**src/rtl/line_rasterizer.sv**
```systemverilog
// line_rasterizer: Bresenham line generator with start/busy and valid/ready handshakes.
// Define CLIP_EN to suppress pixels outside SCREEN_W x SCREEN_H while still stepping through them.
module line_rasterizer #(
    parameter int X_W      = 10,
    parameter int Y_W      = 9,
    parameter int SCREEN_W = 640,
    parameter int SCREEN_H = 480
) (
    input  logic           clk,
    input  logic           reset,
    input  logic           start,
    input  logic           abort,
    input  logic [X_W-1:0] x0,
    input  logic [Y_W-1:0] y0,
    input  logic [X_W-1:0] x1,
    input  logic [Y_W-1:0] y1,
    output logic           busy,
    output logic           pixel_valid,
    input  logic           pixel_ready,
    output logic [X_W-1:0] x,
    output logic [Y_W-1:0] y,
    output logic           done
);
    localparam int W = (X_W > Y_W ? X_W : Y_W) + 2;
`ifdef CLIP_EN
    localparam bit CLIP = 1'b1;
`else
    localparam bit CLIP = 1'b0;
`endif

    typedef enum logic [1:0] {IDLE, INIT, DRAW, DONE} state_t;

    state_t              state;
    logic [X_W-1:0]      lx0, lx1;
    logic [Y_W-1:0]      ly0, ly1;
    logic signed [W-1:0] dx, dy, err;
    logic                sx_neg, sy_neg, have;
    logic signed [W-1:0] adx, ady, e2, err_n;
    logic [X_W-1:0]      x_n;
    logic [Y_W-1:0]      y_n;
    logic                step_x, step_y, fire, at_end;

    function automatic logic vis(input logic [X_W-1:0] px, input logic [Y_W-1:0] py);
        return !CLIP || (int'(px) < SCREEN_W && int'(py) < SCREEN_H);
    endfunction

    always_comb begin
        adx    = lx1 >= lx0 ? W'(lx1 - lx0) : W'(lx0 - lx1);
        ady    = ly1 >= ly0 ? W'(ly1 - ly0) : W'(ly0 - ly1);
        e2     = err <<< 1;
        step_x = e2 >= dy;
        step_y = e2 <= dx;
        err_n  = err + (step_x ? dy : '0) + (step_y ? dx : '0);
        x_n    = step_x ? (sx_neg ? x - X_W'(1) : x + X_W'(1)) : x;
        y_n    = step_y ? (sy_neg ? y - Y_W'(1) : y + Y_W'(1)) : y;
        at_end = x == lx1 && y == ly1;
        // a clipped pixel is never offered, so it advances without waiting for ready
        fire   = have && (!pixel_valid || pixel_ready);
    end

    always_ff @(posedge clk) begin
        if (reset) begin
            state       <= IDLE;
            busy        <= 1'b0;
            pixel_valid <= 1'b0;
            done        <= 1'b0;
            have        <= 1'b0;
            x           <= '0;
            y           <= '0;
        end else if (state != IDLE && abort) begin
            state       <= IDLE;
            busy        <= 1'b0;
            pixel_valid <= 1'b0;
            done        <= 1'b0;
            have        <= 1'b0;
        end else begin
            case (state)
                IDLE: if (start && !abort) begin
                    lx0   <= x0;
                    ly0   <= y0;
                    lx1   <= x1;
                    ly1   <= y1;
                    busy  <= 1'b1;
                    state <= INIT;
                end
                INIT: begin
                    dx     <= adx;
                    dy     <= -ady;
                    err    <= adx - ady;
                    sx_neg <= lx1 < lx0;
                    sy_neg <= ly1 < ly0;
                    x      <= lx0;
                    y      <= ly0;
                    state  <= DRAW;
                end
                DRAW: if (!have) begin
                    have        <= 1'b1;
                    pixel_valid <= vis(x, y);
                end else if (fire) begin
                    if (at_end) begin
                        have        <= 1'b0;
                        pixel_valid <= 1'b0;
                        done        <= 1'b1;
                        state       <= DONE;
                    end else begin
                        x           <= x_n;
                        y           <= y_n;
                        err         <= err_n;
                        pixel_valid <= vis(x_n, y_n);
                    end
                end
                DONE: begin
                    done  <= 1'b0;
                    busy  <= 1'b0;
                    state <= IDLE;
                end
            endcase
        end
    end
endmodule

```
**config.mk**
```make
export PLATFORM = sky130hd
export DESIGN_NAME = line_rasterizer
export DESIGN_NICKNAME = d
export VERILOG_FILES = /design/src/rtl/line_rasterizer.sv
export SDC_FILE = /design/constraint.sdc
export NUM_CORES = 1
export LEC_CHECK = 0
export CORE_ASPECT_RATIO = 0.5
export CORE_MARGIN = 2
export CORE_UTILIZATION = 34
export DETAILED_ROUTE_END_ITERATION = 16
export PLACE_DENSITY_LB_ADDON = 0.1
export SLEW_MARGIN = 30
export SYNTH_ARGS = -nofsm -noshare
export SYNTH_HDL_FRONTEND = slang
export SYNTH_SLANG_ARGS = --single-unit
```
**constraint.sdc**
```tcl
create_clock -name clk -period 6.4 [get_ports clk]
set_input_delay 1.28 -clock clk [delete_from_list [all_inputs] [get_ports clk]]
set_output_delay 1.28 -clock clk [all_outputs]
set_load 0.1 [all_outputs]
```
==> summary.md, run 1 <==
| Metric | Value |
|---|---|
| Status | `finished, final reports clean` |
| Post-synthesis compound-gate area fraction | `0.1552` |
| Leak Pwr | `a little under 4 nW` |
| Mux cell area share after synthesis | `0.04501` |
| Starting DRC count in detailed routing | `slightly below 300` |
| Core outline area | `~23,000 um^2` |
| Commonest non-fill, non-tap cell in the layout | `inv_1` |
| Max layer used | `met4` |
| Maxcap violations | `0` |
| Largest stage delay, worst path | `~500 ps` |
| Main synth FF type | `edfxtp_1` |
| DIE AREA | `24,610 um^2` |
| # DRC | `0` |
| Startpoint Class | `flip-flop` |
| CTS sink cnt | `approximately 100` |
| Crit path capture type | `flip-flop` |
| Die Wd | `between 200 and 250 um` |
| PortBufs | `between 60 and 70` |
| Max Slew Vio Count | `0` |
| Vias | `approximately 6k` |
| Sequential-to-total area share from yosys stat | `0.3437` |
| Worst Max-Slew Pin Slew | `a little under 1000 ps` |
| All-Layer GR Usage | `0.1734` |
| Fraction of registers with async set/reset | `0` |
| VDD IR max | `0.0002169 V` |
| Skew final | `~13 ps` |
| Hold Path Class | `reg -> reg` |
| Arr. time, crit path | `about 5200 ps` |
| P_int | `2.082 mW` |
| Hpwl dp | `about 16 mm` |
| RSZ-0062 raised after global routing | `no` |
| Slowest cell on crit path | `fa_1` |
| CTS tree | `done` |
| Worst Slack Setup Final | `around 1300 ps` |
| Antenna violations before repair | `0` |
| Flop pwr share | `0.257` |
| EDFF count, synth | `between 70 and 80` |
| Metal2 WL | `just under 9 mm` |
| Final setup viols | `0` |
| Clk pwr share | `0.146` |
| Final Hold Viols | `0` |
| Die Y | `about 110 um` |
| Dpl ws | `roughly 1400 ps` |
| Post_cts resized | `0` |
| Clock buffer depth | `2` |
| Setup CP Type | `reg -> reg` |
| # nets final | `1,030` |
| Row count | `39` |
| Most frequent cells in the layout | `102 x inv_1, 98 x ha_1, 74 x edfxtp_1, 64 x clkdlybuf4s50_1, 51 x nor2_1` |
| Sw Share | `0.4720` |
| Final Util | `0.4037` |
| Post-Synth Adder-Cell Area | `0.2018` |
| XOR/XNOR share of the synthesized area | `0.07628` |
| Largest net degree at the start of global routing | `44` |
| M1 wire length | `between 10 and 15 mm` |
| Insertion delay to the later sink of the worst-skew pair | `~370 ps` |
| Mapped Cells | `808` |
| Synth warnings | `0` |
| Gpl congestion | `0.8312` |
| Clock slew at reported path FFs | `80 ps` |
| Final WL | `about 20 mm` |
| Minimum clock period | `about 5100 ps` |
| Vias in the first global route | `5,952` |
| Hold_buf cts | `0` |
| Setup TNS | `0 ps` |
| ANT nets after route | `0` |
| CP most frequent cell | `a21oi_1` |
| Switching pwr | `about 1.9 mW` |
| Global-route wire length before repair | `32.46 mm` |
| H-Tree Depth | `3` |
| Post-Synth Simple-Gate Area | `0.1173` |
| Iteration count of the initial detailed-routing pass | `5` |
| Final worst-path cycle share | `0.7968` |
| Critical path peak fanout | `11` |
| Syn_area_per_cell | `slightly below 10 um^2` |
| Worst EP required | `~6500 ps` |
| Area Overhead vs Synth | `16.38%` |
| Net count after synthesis | `slightly below 1k` |
| Drt wl/cell | `17.11 um` |
| Share of cells above drive strength 1 | `0.05371` |
| Fmax achieved | `between 150 and 200 MHz` |
| Initial core utilization | `0.3469` |
| Post-CTS setup buffer count | `0` |
| Total grt overflow | `0` |
| Clock buffers created by TritonCTS | `9` |
| Ports | `65` |
| Comb pwr share | `0.598` |
| Slew headroom | `0.3392` |
| Met3 Routed Length | `approximately 700 um` |
| Worst hold margin | `around 500 ps` |
| Yosys cell types | `slightly above 70` |
| N_diodes | `0` |
| Synthesized area | `just under 8000 um^2` |
| Crit-path cells | `ha_1 -> a211oi_1 -> o211ai_1 -> o211ai_1 -> nor4bb_1 -> a21oi_1 -> and2_1 -> fa_1 -> ha_1 -> a21o_1 -> a21oi_1 -> o21ai_0 -> a21oi_1 -> o21ai_0 -> a21o_1 -> a21oi_1 -> xor2_1 -> mux2i_1` |
| Main combinational cell family by area after synthesis | `adder cells` |
| Via density | `just under 5` |
| Root Driver | `clkbuf_16` |
| Yosys reg bits | `99` |
| PD cells | `around 430 nW/um^2` |
-- sequential cells by signal (all words and copies together), names as in the netlist --
| signal | count |
|---|---|
| have | 1 |
| dx | 11 |
| y | 9 |
| dy | 12 |
| pixel_valid | 1 |
| sy_neg | 1 |
| ly1 | 9 |
| state | 2 |
| x | 10 |
| ly0 | 9 |
| sx_neg | 1 |
| busy | 1 |
| done | 1 |
| err | 11 |
| lx0 | 10 |
| lx1 | 10 |
-- worst paths after layout --
| path | from | slack [ps] | end | depth (start not counted) |
|---|---|---|---|---|
| worst min-delay path | pixel_valid | 500 | pixel_valid | 1 |
| worst max register to register | err[8] | 1300 | err[10] | 18 |
| worst min register to register | pixel_valid | 500 | pixel_valid | 1 |
| worst max-delay path | err[8] | 1300 | err[10] | 18 |
-- per-layer routing --
metal,GRT usage,vias up
met5,0,-
met4,0.03535,0
met3,0.03060,14
met2,0.2765,87
met1,0.2463,2811
li1,-,2961
-- worst max-delay path, delay by kind of cell, from the launching register on --
family                     cells  cell delay [ps]
AOI/OAI and AO/OA             11             2200
DFF                            1              440
adders and majority gates      3             1140
and+or+nand+nor                2              720
xor gates and xnor gates       1              220
muxes                          1              100
-- stage by stage --
stage / power [mW] / cells / cell area, um^2
floorplan: 2.791 / 808 / 7923
global placement: 3.365 / 1166 / 8914
detailed placement: 3.390 / 1166 / 8916
CTS: 3.978 / 1182 / 9220
global route: 4.262 / 1182 / 9220
finish: 3.943 / 1182 / 9220
-- power groups by stage --
stage	clock network (mW)	logic, mW	registers (mW)
finish	0.574	2.36	1.01
detailed placement	0	2.36	1.03
global placement	0	2.33	1.03
CTS	0.590	2.37	1.02
floorplan	0	1.40	1.39
global route	0.617	2.61	1.03
-- layout make-up --
type                       count  area, um^2
multi-input combinational    586        4730
timing repair buffer          71       693.2
clock buffer                  11       252.7
clock inverter                 5       51.30
sequential                    99        2723
tap                          307       384.1
fill                        2291       13620
inverter                     103       386.6
-- kinds of logic (layout without fill, tap and decap cells) --
family / Yosys count / in the layout
flip-flops: 99 / 99
multiplexers: 35 / 35
buffers and inverters: 123 / 190
adder cells (fa/ha/maj): 117 / 117
AO/OA/AOI/OAI: 186 / 186
XOR/XNOR: 69 / 69
AND/OR/NAND/NOR: 179 / 179
-- synth_stat cells (4+ instances only) --
library cell | instances | area [um^2]
ha_1 | 99 | 1239
a21oi_1 | 50 | 250.2
nand2b_1 | 15 | 93.84
o21a_1 | 6 | 45.04
a21o_1 | 27 | 202.7
o211ai_1 | 6 | 45.04
nand3_1 | 10 | 50.05
clkbuf_1 | 12 | 45.04
edfxtp_1 | 74 | 2222
nor3_1 | 8 | 40.04
xor2_1 | 30 | 262.8
and2_1 | 13 | 81.33
fa_1 | 18 | 360.4
nor2_1 | 52 | 195.2
nand2_1 | 36 | 135.1
a21boi_0 | 7 | 52.55
dfxtp_1 | 25 | 500.5
mux2i_1 | 30 | 300.3
o21ai_0 | 30 | 150.1
nor4_1 | 6 | 37.54
a211oi_1 | 17 | 127.6
a31oi_1 | 10 | 62.56
o31ai_1 | 4 | 30.03
xnor2_1 | 39 | 341.6
mux2_2 | 4 | 45.04
inv_1 | 102 | 382.9
nor2b_1 | 10 | 62.56
Note: power is estimated with default switching activity, not from simulation.
==> run 2, diff against run 1 <==
- clock period: 6.4 -> 4.69 ns (I/O delays scaled with it)
==> run 2 against run 1 <==
Net effect: final cell count rose by 1.9%; clock skew is 4.2 ps lower; sequential cell count is the same; largest cell class unchanged; largest power group unchanged.
==> summary.md, run 2 (synthesis gave the netlist of run 1 again) <==
| Metric | Value |
|---|---|
| Worst reg2reg path endpoint | `err[10]` |
| Switching pwr | `2.572 mW (+38%)` |
| Area Overhead vs Synth | `19.31%` |
| Fmax achieved | `223.4 MHz (+14%)` |
| Commonest non-fill, non-tap cell in the layout | `inv_1` |
| Vias | `5,889 (+0.27%)` |
| Clock slew at reported path FFs | `70 ps (about the same)` |
| CTS sink cnt | `99 (unchanged)` |
| Die Y | `111.9 um (unchanged)` |
| Global-route wire length before repair | `32.54 mm (+0.23%)` |
| Die Wd | `219.9 um (unchanged)` |
| Drt wl/cell | `16.97 um (-0.80%)` |
| Skew final | `9.201 ps (-4.238 ps)` |
| FF-to-FF path depth | `16 (-2)` |
| Max Slew Vio Count | `0 (unchanged)` |
| CP Launch Point | `lx1[6]` |
| Arr. time, crit path | `4560 ps (-640 ps)` |
| Cell count after placement | `1,185 (+1.6%)` |
| Final worst-path cycle share | `0.9544 (+0.1575)` |
| Hold depth | `1 (unchanged)` |
| Hold Path Class | `reg -> reg` |
| Register-to-register setup slack | `210 ps (-1090 ps)` |
| Total grt overflow | `0 (unchanged)` |
| Via density | `4.887 (-1.6%)` |
| Row count | `39 (unchanged)` |
| Final Util | `0.4139 (+0.01019)` |
| Clock buffers created by TritonCTS | `9 (unchanged)` |
| Final Hold Viols | `0 (unchanged)` |
| PortBufs | `64 (unchanged)` |
| Clk pwr share | `0.146 (about the same)` |
| Initial core utilization | `0.3469 (unchanged)` |
| Worst EP required | `4780 ps (-1720 ps)` |
| ANT nets after route | `0 (unchanged)` |
| Starting DRC count in detailed routing | `225 (-23%)` |
| N_diodes | `0 (unchanged)` |
| Worst Slack Setup Final | `214.1 ps (-1086 ps)` |
| Final WL | `20.45 mm (+1.1%)` |
| Hold_buf cts | `0 (unchanged)` |
| # DRC | `0 (unchanged)` |
| Maxcap violations | `0 (unchanged)` |
| Comb pwr share | `0.605 (+0.007)` |
| Min-delay src | `pixel_valid` |
| Startpoint Class | `flip-flop` |
| Dpl ws | `-49.76 ps (-1422 ps)` |
| WHS Endpoint | `pixel_valid` |
| VDD IR max | `0.0003074 V (+42%)` |
| P_int | `2.946 mW (+41%)` |
| Reg-to-reg startpoint | `lx1[6]` |
| Gpl congestion | `0.8522 (+2.5%)` |
| # nets final | `1,053 (+2.2%)` |
| Iteration count of the initial detailed-routing pass | `5 (unchanged)` |
| Flop pwr share | `0.249 (-0.008)` |
| Sw Share | `0.4662 (-0.005817)` |
| All-Layer GR Usage | `0.1744 (+0.0009677)` |
| PD cells | `583.7 nW/um^2 (+37%)` |
| CTS tree | `done` |
| Worst Max-Slew Pin Slew | `980.5 ps (-7.623 ps)` |
| Core outline area | `22,840 um^2 (unchanged)` |
| Antenna violations before repair | `0 (unchanged)` |
| Hpwl dp | `16.37 mm (+0.55%)` |
| Final setup viols | `0 (unchanged)` |
| Vias in the first global route | `6,012 (+1.0%)` |
| Top Registers | `dy: 12 flops, dx: 11 flops, err: 11 flops` |
| Leak Pwr | `4.099 nW (+3.1%)` |
| Clock buffer depth | `2 (unchanged)` |
| Slew headroom | `0.3443 (+0.005098)` |
| Status | `finished, final reports clean` |
| Setup TNS | `0 ps (unchanged)` |
| Ports | `65 (unchanged)` |
| Crit path capture type | `flip-flop` |
| Setup CP Type | `reg -> reg` |
| Max FFs per register | `12 (unchanged)` |
| Root Driver | `clkbuf_16` |
| Minimum clock period | `4476 ps (-623.7 ps)` |
| Overall power | `5.518 mW (+40%)` |
| H-Tree Depth | `3 (unchanged)` |
| Most frequent cells in the layout | `102 x inv_1, 98 x ha_1, 74 x edfxtp_1, 64 x clkdlybuf4s50_1, 52 x nor2_1` |
| DIE AREA | `24,610 um^2 (unchanged)` |
| Share of cells above drive strength 1 | `0.08241 (+0.02869)` |
| Largest net degree at the start of global routing | `26 (-41%)` |
| Insertion delay to the later sink of the worst-skew pair | `360 ps (about the same)` |
| Critical path peak fanout | `9 (-2)` |
| Largest reg by FF count | `dy` |
| Fin cells | `1,205 (+1.9%)` |
-- run 2: worst max path at each step --
stage | end | slack (ps) | depth (start not counted)
detailed placement | err[9] | -50 | 20
floorplan | lx0[0] | 60 | 3
global route | err[10] | -20 | 16
global placement | err[10] | -50 | 16
CTS | err[9] | 7 | 20
finish | err[10] | 210 | 16
-- run 2: timing repair --
action | 4_1_cts | 5_1_grt
resized for setup | 2 | 13
setup endpoints to repair | 2 | 3
buffers inserted | 0 | 4
gates cloned | 0 | 0
pin swaps | 0 | 2
-- run 2: worst max-delay path, cell delays in order, from the launching register on --
cell and delay [ps]:
edfxtp_1 450, ha_1 450, and4_1 350, nand3_1 130, o21ai_2 230, o22ai_4 150, buf_4 200, a221o_1 410
a221o_1 350, a31oi_1 220, xnor2_1 140, ha_1 350, nand2_1 70, o41ai_2 280, xnor2_1 180, xnor2_1 150
mux2i_1 100
-- run 2: per-stage QoR --
stage | hold slack, ps | area [um^2]
after detailed placement | 478.5 | 9056
after global routing | 533.2 | 9453
after floorplan | 478.2 | 7923
after global placement | 473.5 | 9056
final | 492.8 | 9453
after CTS | 496.9 | 9379
-- run 2: metal layers --
| metal | global-route usage | wire [um] |
|---|---|---|
| met5 | 0 | 0 |
| met3 | 0.03361 | 659 |
| met2 | 0.2679 | 9032 |
| met1 | 0.2496 | 10570 |
| met4 | 0.04832 | 195 |
-- run 2: power groups by stage --
stage               Combinational (mW)  Sequential (mW)  Clock [mW]
CTS                               3.31             1.38       0.831
global route                      3.68             1.40       0.871
finish                            3.34             1.37       0.808
floorplan                         1.92             1.89           0
global placement                  3.27             1.40           0
detailed placement                3.27             1.40           0
-- run 2: area by class of cell --
cell class              instances  area (um^2)
fillers                      2278        13380
multi-input cells             586         4785
flip-flops and latches         99         2723
repair buffers                 94        865.8
inverters                     103        386.6
well taps                     307        384.1
clock buffers                  10        229.0
clock inverters                 6        80.08
==> run 3, diff against run 2 <==
- TNS_END_PERCENT: unset -> 5
==> results of run 3 <==
Same layout as run 2: the final DEF is identical, and so are final timing and power.
